**src/rtl/spike_isi_decoder_pkg.sv**
```systemverilog
// spike_isi_decoder_pkg
//   Shared definitions for the spike ISI decoder slice: the FSM state
//   encoding and the default widths and limits used by the decoder top.
//   No ports; imported by spike_isi_decoder.
package spike_isi_decoder_pkg;

   typedef enum logic {
      S_IDLE  = 1'b0,
      S_COUNT = 1'b1
   } state_t;

   localparam int ISI_W_DEFAULT       = 16;
   localparam int ISI_DEPTH_DEFAULT   = 4;
   localparam int ISI_MIN_ISI_DEFAULT = 2;

endpackage

```
**src/rtl/spike_isi_decoder_fifo.sv**
```systemverilog
// isi_fifo
//   Synchronous first-word fall-through FIFO holding {sat, isi} entries for
//   the spike ISI decoder. The head entry is always present on rd_data and
//   becomes visible the cycle after it is written.
// Ports
//   clk      in   1      clock, rising edge
//   rstn     in   1      synchronous reset, active low (empties the FIFO)
//   push     in   1      write request; accepted when not full or when a pop
//                        happens in the same cycle
//   wr_data  in   DW     entry to write
//   pop      in   1      read request; ignored while empty
//   rd_data  out  DW     head entry
//   full     out  1      all DEPTH entries occupied
//   empty    out  1      no entries
module isi_fifo #(
   parameter int DW    = 17,
   parameter int DEPTH = 4
) (
   input  logic          clk,
   input  logic          rstn,
   input  logic          push,
   input  logic [DW-1:0] wr_data,
   input  logic          pop,
   output logic [DW-1:0] rd_data,
   output logic          full,
   output logic          empty
);

   localparam int AW = $clog2(DEPTH);

   // Pointers carry one extra wrap bit so full and empty are distinguishable.
   logic [AW:0]   wr_ptr;
   logic [AW:0]   rd_ptr;
   logic [DW-1:0] mem [DEPTH];
   logic          do_push;
   logic          do_pop;

   assign empty   = (wr_ptr == rd_ptr);
   assign full    = (wr_ptr[AW] != rd_ptr[AW]) && (wr_ptr[AW-1:0] == rd_ptr[AW-1:0]);
   assign do_pop  = pop & ~empty;
   // A simultaneous pop frees a slot, so a push into a full FIFO still lands.
   assign do_push = push & (~full | do_pop);
   assign rd_data = mem[rd_ptr[AW-1:0]];

   always_ff @(posedge clk) begin
      if (!rstn) begin
         wr_ptr <= '0;
         rd_ptr <= '0;
      end else begin
         if (do_push) wr_ptr <= wr_ptr + (AW+1)'(1);
         if (do_pop)  rd_ptr <= rd_ptr + (AW+1)'(1);
      end
   end

   // Storage is not reset; stale contents are never observed because the
   // decoder masks the head while the FIFO is empty.
   always_ff @(posedge clk) begin
      if (do_push) mem[wr_ptr[AW-1:0]] <= wr_data;
   end

endmodule

```
**src/rtl/spike_isi_decoder.sv**
```systemverilog
// spike_isi_decoder
//   Converts a neuron spike pulse train into inter-spike intervals measured
//   in clock cycles and queues them on a valid/ready stream.
// Ports
//   clk        in   1  clock, rising edge
//   rstn       in   1  synchronous reset, active low
//   en         in   1  decoder enable
//   spike      in   1  spike input, synchronous to clk
//   isi_data   out  W  ISI at the FIFO head (0 while empty)
//   isi_valid  out  1  FIFO not empty
//   isi_ready  in   1  consumer accepts the head entry
//   overflow   out  1  sticky: an ISI was dropped because the FIFO was full
//   ovf_clr    in   1  clears overflow (a same-cycle drop wins)
//   sat        out  1  head entry holds the saturated count 2^W-1
module spike_isi_decoder
   import spike_isi_decoder_pkg::*;
#(
   parameter int W       = ISI_W_DEFAULT,
   parameter int DEPTH   = ISI_DEPTH_DEFAULT,
   parameter int MIN_ISI = ISI_MIN_ISI_DEFAULT
) (
   input  logic         clk,
   input  logic         rstn,
   input  logic         en,
   input  logic         spike,
   output logic [W-1:0] isi_data,
   output logic         isi_valid,
   input  logic         isi_ready,
   output logic         overflow,
   input  logic         ovf_clr,
   output logic         sat
);

   localparam logic [W-1:0] CNT_MAX   = '1;
   localparam logic [W-1:0] MIN_ISI_W = W'(MIN_ISI);

   state_t       state;
   state_t       state_nxt;
   logic [W-1:0] cnt;
   logic [W-1:0] cnt_nxt;
   logic         spike_d;
   logic         spike_edge;
   logic         push;
   logic         drop;
   logic         fifo_full;
   logic         fifo_empty;
   logic [W:0]   fifo_head;

   // A spike held high for several cycles yields a single rising edge.
   assign spike_edge = spike & ~spike_d;

   always_ff @(posedge clk) begin
      if (!rstn) begin
         state   <= S_IDLE;
         cnt     <= '0;
         spike_d <= 1'b0;
      end else begin
         state   <= state_nxt;
         cnt     <= cnt_nxt;
         spike_d <= spike;
      end
   end

   // The first edge only arms the counter. In COUNT, an edge that arrives
   // before MIN_ISI cycles is a glitch: it neither pushes nor restarts.
   // Dropping en wins over any edge in the same cycle.
   always_comb begin
      state_nxt = state;
      cnt_nxt   = cnt;
      push      = 1'b0;
      case (state)
         S_IDLE: begin
            if (en && spike_edge) begin
               state_nxt = S_COUNT;
               cnt_nxt   = W'(1);
            end
         end
         S_COUNT: begin
            if (!en) begin
               state_nxt = S_IDLE;
               cnt_nxt   = '0;
            end else if (spike_edge && (cnt >= MIN_ISI_W)) begin
               push    = 1'b1;
               cnt_nxt = W'(1);
            end else if (cnt != CNT_MAX) begin
               cnt_nxt = cnt + W'(1);
            end
         end
         default: begin
            state_nxt = S_IDLE;
            cnt_nxt   = '0;
         end
      endcase
   end

   isi_fifo #(
      .DW    (W + 1),
      .DEPTH (DEPTH)
   ) u_fifo (
      .clk     (clk),
      .rstn    (rstn),
      .push    (push),
      .wr_data ({(cnt == CNT_MAX), cnt}),
      .pop     (isi_ready),
      .rd_data (fifo_head),
      .full    (fifo_full),
      .empty   (fifo_empty)
   );

   // A full FIFO only loses the entry when no pop frees a slot this cycle.
   assign drop = push & fifo_full & ~(isi_ready & ~fifo_empty);

   always_ff @(posedge clk) begin
      if (!rstn) begin
         overflow <= 1'b0;
      end else if (drop) begin
         overflow <= 1'b1;
      end else if (ovf_clr) begin
         overflow <= 1'b0;
      end
   end

   assign isi_valid = ~fifo_empty;
   assign isi_data  = fifo_empty ? '0 : fifo_head[W-1:0];
   assign sat       = ~fifo_empty & fifo_head[W];

endmodule

```
**config.mk**
```make
export PLATFORM = sky130hd
export DESIGN_NAME = spike_isi_decoder
export DESIGN_NICKNAME = d
export VERILOG_FILES = /design/src/rtl/spike_isi_decoder_pkg.sv /design/src/rtl/spike_isi_decoder_fifo.sv /design/src/rtl/spike_isi_decoder.sv
export SDC_FILE = /design/constraint.sdc
export NUM_CORES = 1
export LEC_CHECK = 0
export ABC_CLOCK_PERIOD_IN_PS = 3400
export CAP_MARGIN = 10
export CORE_MARGIN = 2
export CORE_UTILIZATION = 40
export CTS_BUF_LIST = sky130_fd_sc_hd__clkbuf_2 sky130_fd_sc_hd__clkbuf_4 sky130_fd_sc_hd__clkbuf_8
export CTS_CLUSTER_DIAMETER = 60
export CTS_CLUSTER_SIZE = 24
export DETAILED_ROUTE_END_ITERATION = 16
export GPL_ROUTABILITY_DRIVEN = 0
export PLACE_DENSITY = 0.64
export SYNTH_ARGS = -nofsm -noshare
export SYNTH_HDL_FRONTEND = slang
export SYNTH_SLANG_ARGS = --single-unit
```
**constraint.sdc**
```tcl
create_clock -name clk -period 3.4 [get_ports clk]
set_input_delay 0.68 -clock clk [delete_from_list [all_inputs] [get_ports clk]]
set_output_delay 0.68 -clock clk [all_outputs]
set_load 0.03 [all_outputs]
```
# Yosys cells after proc, flatten, opt, wreduce, memory -nomap -nowiden
# Memory sizes are Yosys's and may differ from the RTL's. A register that Yosys moved wholly into a read port is not among the register bits.
# Index checks and enable logic that the tools add are counted.
# Widths: inputs -> output; s select.
# totals
output_inout_bits,19
elab_cells,53
romBits,0
in_bits,6
register_bits,25
mem_bits_rw,68
mem_count,1
latchBits,0
# memory_table
memory,words,width,read_ports,rd_ports_with_merged_regs,write_ports,line,rtl
u_fifo.mem,4,17,1,1,1,spike_isi_decoder_fifo.sv:34,logic [DW-1:0] mem [DEPTH];
# classes
n_shift,0
order_cmp,1
n_mul,0
n_reduce_logical,5
bitwise_logic,12
div,0
eq_ne,7
addsub,3
n_mux,18
# op_table
operator,count
$mux 16,5
$pmux 16 s2,1
$add 16x1->16 const B,1
$eq 16x16->1 const B,1
$ge 16x2->1 const B,1
$ne 16x16->1 const B,1
$mux 1,9
$add 3x1->3 const B,2
$and 1x1->1,6
$not 1->1,5
$mux 2,2
$ne 4x2->1 const B,1
$eq 3x3->1,1
$logic_and 1x1->1,3
$eq 2x2->1,1
$ne 2x2->1 const B,1
$pmux 1 s2,1
$reduce_and 2->1,1
$reduce_bool 2->1,1
$ne 1x1->1,1
$or 1x1->1,1

# Depth between registers and ports, before layout
# depth
depth_word,9
mapped_depth,8

# Hierarchy
# A second synthesis with hierarchy kept.
# unflattened
cells_unflattened,297
hier_area_um2,4225.3
# modules_own_cells
module,area_each_um2,cells_each,n_inst
isi_fifo,2975.4,143,1
spike_isi_decoder,1249.9,154,1

# Least setup slack after synthesis
# No wires, ideal clock.
# synth_timing
path_kind,reg2out
start,register (tool-made name)
end,output port isi_data[10]
slack_ps,671
path_stages_with_launch,5
arrival_time_ps,2049
cell_sequence,dfxtp_1 -> clkbuf_1 -> buf_1 -> mux4_2 -> nor2b_1
# synth_rtl
element,line,rtl
"end, declared",spike_isi_decoder.sv:26,"output logic [W-1:0] isi_data,"

==> impl_results.md <==
* Status: complete, no violations
* Minimum clock period at approximately 3.0 ns
* Number of synthesized flops with an enable pin at just under 70
* RSZ-0062 raised after global routing: no
* Worst vdd ir at 227 uV
* Pwr/cell area at 432 nW/um^2
* End of the worst hold path: u_fifo.wr_ptr[2]
* Clock power frac at between 30% and 40%
* Initial Utilization at about two fifths
* Clock Tree Buf Depth at 2
* Root Driver: clkbuf_8
* Worst-Margin Slew at roughly 1.0 ns
* Cts bufs inserted at 9
* Multi-input logic area at between 1000 and 1500 sq um
* DIE HEIGHT at between 100 and 150 um
* Drt wl/cell at around 17 um
* Critical R2R Capture: cnt[9]
* TritonCTS clock tree: built
* Sequential cell area at 2580 sq um
* Hold Fails Final Rpt at 0
* 1st-pass router iterations at 5
* Register-to-register setup slack at just over 0.5 ns
* Final period util at roughly 88%
* Setup TNS at 0 ns
* PortBufs at 24
* Share of post-route cells with drive strength above 1 at ~18%
* Post-CTS Hold Buffers at 0
* Fin nets at ~330
* Clock slew at reported path FFs at 0.10 ns
* Initial antenna violation count at 0
* Cell taking the most area after synthesis: edfxtp_1
* Post-Syn Area at slightly above 4000 sq um
* Synth Warn # at 0
* Placed cells at roughly 440
* ANT cells at 0
* Placement Rows at 36
* Synth async-reset ratio at 0%
* Resized Gates After CTS at 0
* Worst path required time at 2.72 ns
* First DRT Iteration DRCs at 128
* Global-route wire length before repair at 12500 um
* Sw Ratio at between 20% and 30%
* Worst skew pair latency at 0.36 ns
* Vias per cell at around 5.3
* Top-count cell post-synth: edfxtp_1
* Top FF cell, synth: edfxtp_1
* Detail Route Antenna Nets at 0
* Post-synth top area share at 50.3%
* Syn Nets at between 200 and 300
* Flops & latches, synth at 95
* Vias in the first global route at approximately 2.4k
* Fill count at 900
* Register area share after synthesis at between 60% and 70%
* Worst-case reg-to-reg path depth at 7
* Comb pwr share at ~1.9%
* Post-CTS setup repair buffer count at 0
* Power share of the sequential group at about three fifths
* Pin count of the biggest net entering global routing at 21
* Crit-path max FO at 17
* WL final at around 7600 um
* Place WS at about 0.38 ns
* Critical Path Start Type: register
* Arrival time worst endpoint at approximately 2.3 ns
* Net Sw Power at roughly 440 uW
* CTS Sinks at between 90 and 100
* Max-Cap Viols at 0
* DP Wirelength at between 4000 and 5000 um
* Post-Synthesis Cells at 283
* Final slew viol count at 0
* WS Path Type: reg -> out
* Top post-synthesis cells by count: edfxtp_1, dfxtp_1, nor2b_1
* Leakage at 0.00146 uW
* Layout overhead on the synthesized area at 15.9%
* Peak Freq at ~0.33 GHz
* Drt drc at 0
* RR Startpoint: cnt[0]
* HP Start: u_fifo.wr_ptr[2]
* HP Class: reg -> reg
* H-tree depth at 3
* Post-Syn Area per Cell at roughly 14 sq um
* Hold depth at 2
* Setup WS post-layout at roughly 0.41 ns
* Worst clock skew at around 0.0086 ns
* Worst setup EP type: output pin
* Netlist cell types at 43
* Worst rel slew slack at between 20 and 30%
* Routed via count at between 2k and 2.5k
* Largest cells by area after synthesis: edfxtp_1, dfxtp_1, mux4_2
* Tot GR Track Use at 14.7%
* DIE AREA at between 10000 and 15000 sq um
* Die width at roughly 100 um
* Power Internal at 1590 uW
* Finished Layout Cells at roughly 460
* Core area at about 9800 sq um
* Grt ovf at 0
* Setup violators final at 0
* # IOs at 25
## worst max-delay path, stage by stage, from the launching register on
cell	delay, ns
dfxtp_1	0.32
buf_4	0.32
mux4_2	0.56
nor2b_1	0.14
clkdlybuf4s50_1	0.59
## placed cells by master, fill, tap and decap left out, drive strengths merged, types with 4 or more instances in the layout
cell / netlist / layout
nand2: 11 / 11
clkbuf: 6 / 9
or3: 11 / 11
dfxtp: 27 / 27
nor2b: 18 / 18
edfxtp: 68 / 68
nor2: 9 / 9
o21ai: 16 / 16
inv: 9 / 12
or4: 7 / 7
buf: 4 / 11
ha: 7 / 7
mux4: 17 / 17
xnor2: 4 / 4
nand3: 11 / 11
a21oi: 16 / 16
nand4: 8 / 8
clkdlybuf4s50: 0 / 24
and2: 8 / 8
## sequential cells by signal (all words and copies together) (netlist names), named ones only
| signal | flops |
|---|---|
| cnt | 16 |
| overflow | 1 |
| spike_d | 1 |
| state | 1 |
| u_fifo.mem | 68 |
| u_fifo.rd_ptr | 3 |
| u_fifo.wr_ptr | 3 |
## layer usage
layer	wire length (um)	vias to the layer above	global-route usage [%]	share of wire (%)
met5	0	-	0	0
met4	161	0	6.95	2.1
met3	385	10	2.18	5.1
met2	3530	69	23.1	47
met1	3470	1197	20.2	46
li1	-	1161	-	-
## kinds of logic (layout without fill, tap and decap cells)
| group | after synthesis | after routing | share of synthesized area (%) |
|---|---|---|---|
| multiplexers | 18 | 18 | 9.67 |
| AO/OA/AOI/OAI | 43 | 43 | 7.64 |
| buffers and inverters | 20 | 61 | 2.06 |
| flip-flops | 95 | 95 | 63.6 |
| adder cells (fa/ha/maj) | 7 | 7 | 2.16 |
| XOR/XNOR | 6 | 6 | 1.29 |
| AND/OR/NAND/NOR | 94 | 94 | 13.6 |
## through the flow
stage	power [uW]	instance area (sq um)	utilization [%]	hold WS [ns]
floorplan	1280	4060	-	0.449
global placement	1290	4500	45.9	0.468
detailed placement	1290	4500	45.9	0.477
CTS	2050	4710	47.9	0.492
global route	2100	4710	47.9	0.527
finish	2030	4710	47.9	0.492
## worst max path at each step
stage | from | to | slack, ns | cells past startpoint
floorplan | register | isi_data[10] | 0.67 | 4
global placement | spike | u_fifo.mem[0][8] | 0.43 | 6
detailed placement | spike | u_fifo.mem[1][11] | 0.38 | 6
CTS | register | isi_data[1] | 0.35 | 4
global route | register | isi_data[5] | 0.29 | 4
finish | register | isi_data[10] | 0.41 | 4
## cell type report
type                    instances  area share, %
flip-flops and latches         95           54.9
well taps                     133           3.54
repair buffers                 35           6.86
multi-input cells             168           29.6
clock inverters                 7           1.67
inverters                      10          0.797
clock buffers                   9           2.63
## power groups by stage
stage               Clock [uW]  Sequential, uW  Combinational, uW
floorplan                    0            1250               24.5
global placement             0            1260               37.6
detailed placement           0            1260               38.1
global route               824            1230               42.2
CTS                        783            1230               38.5
finish                     765            1230               38.2
Note: power is estimated with default switching activity, not from simulation.
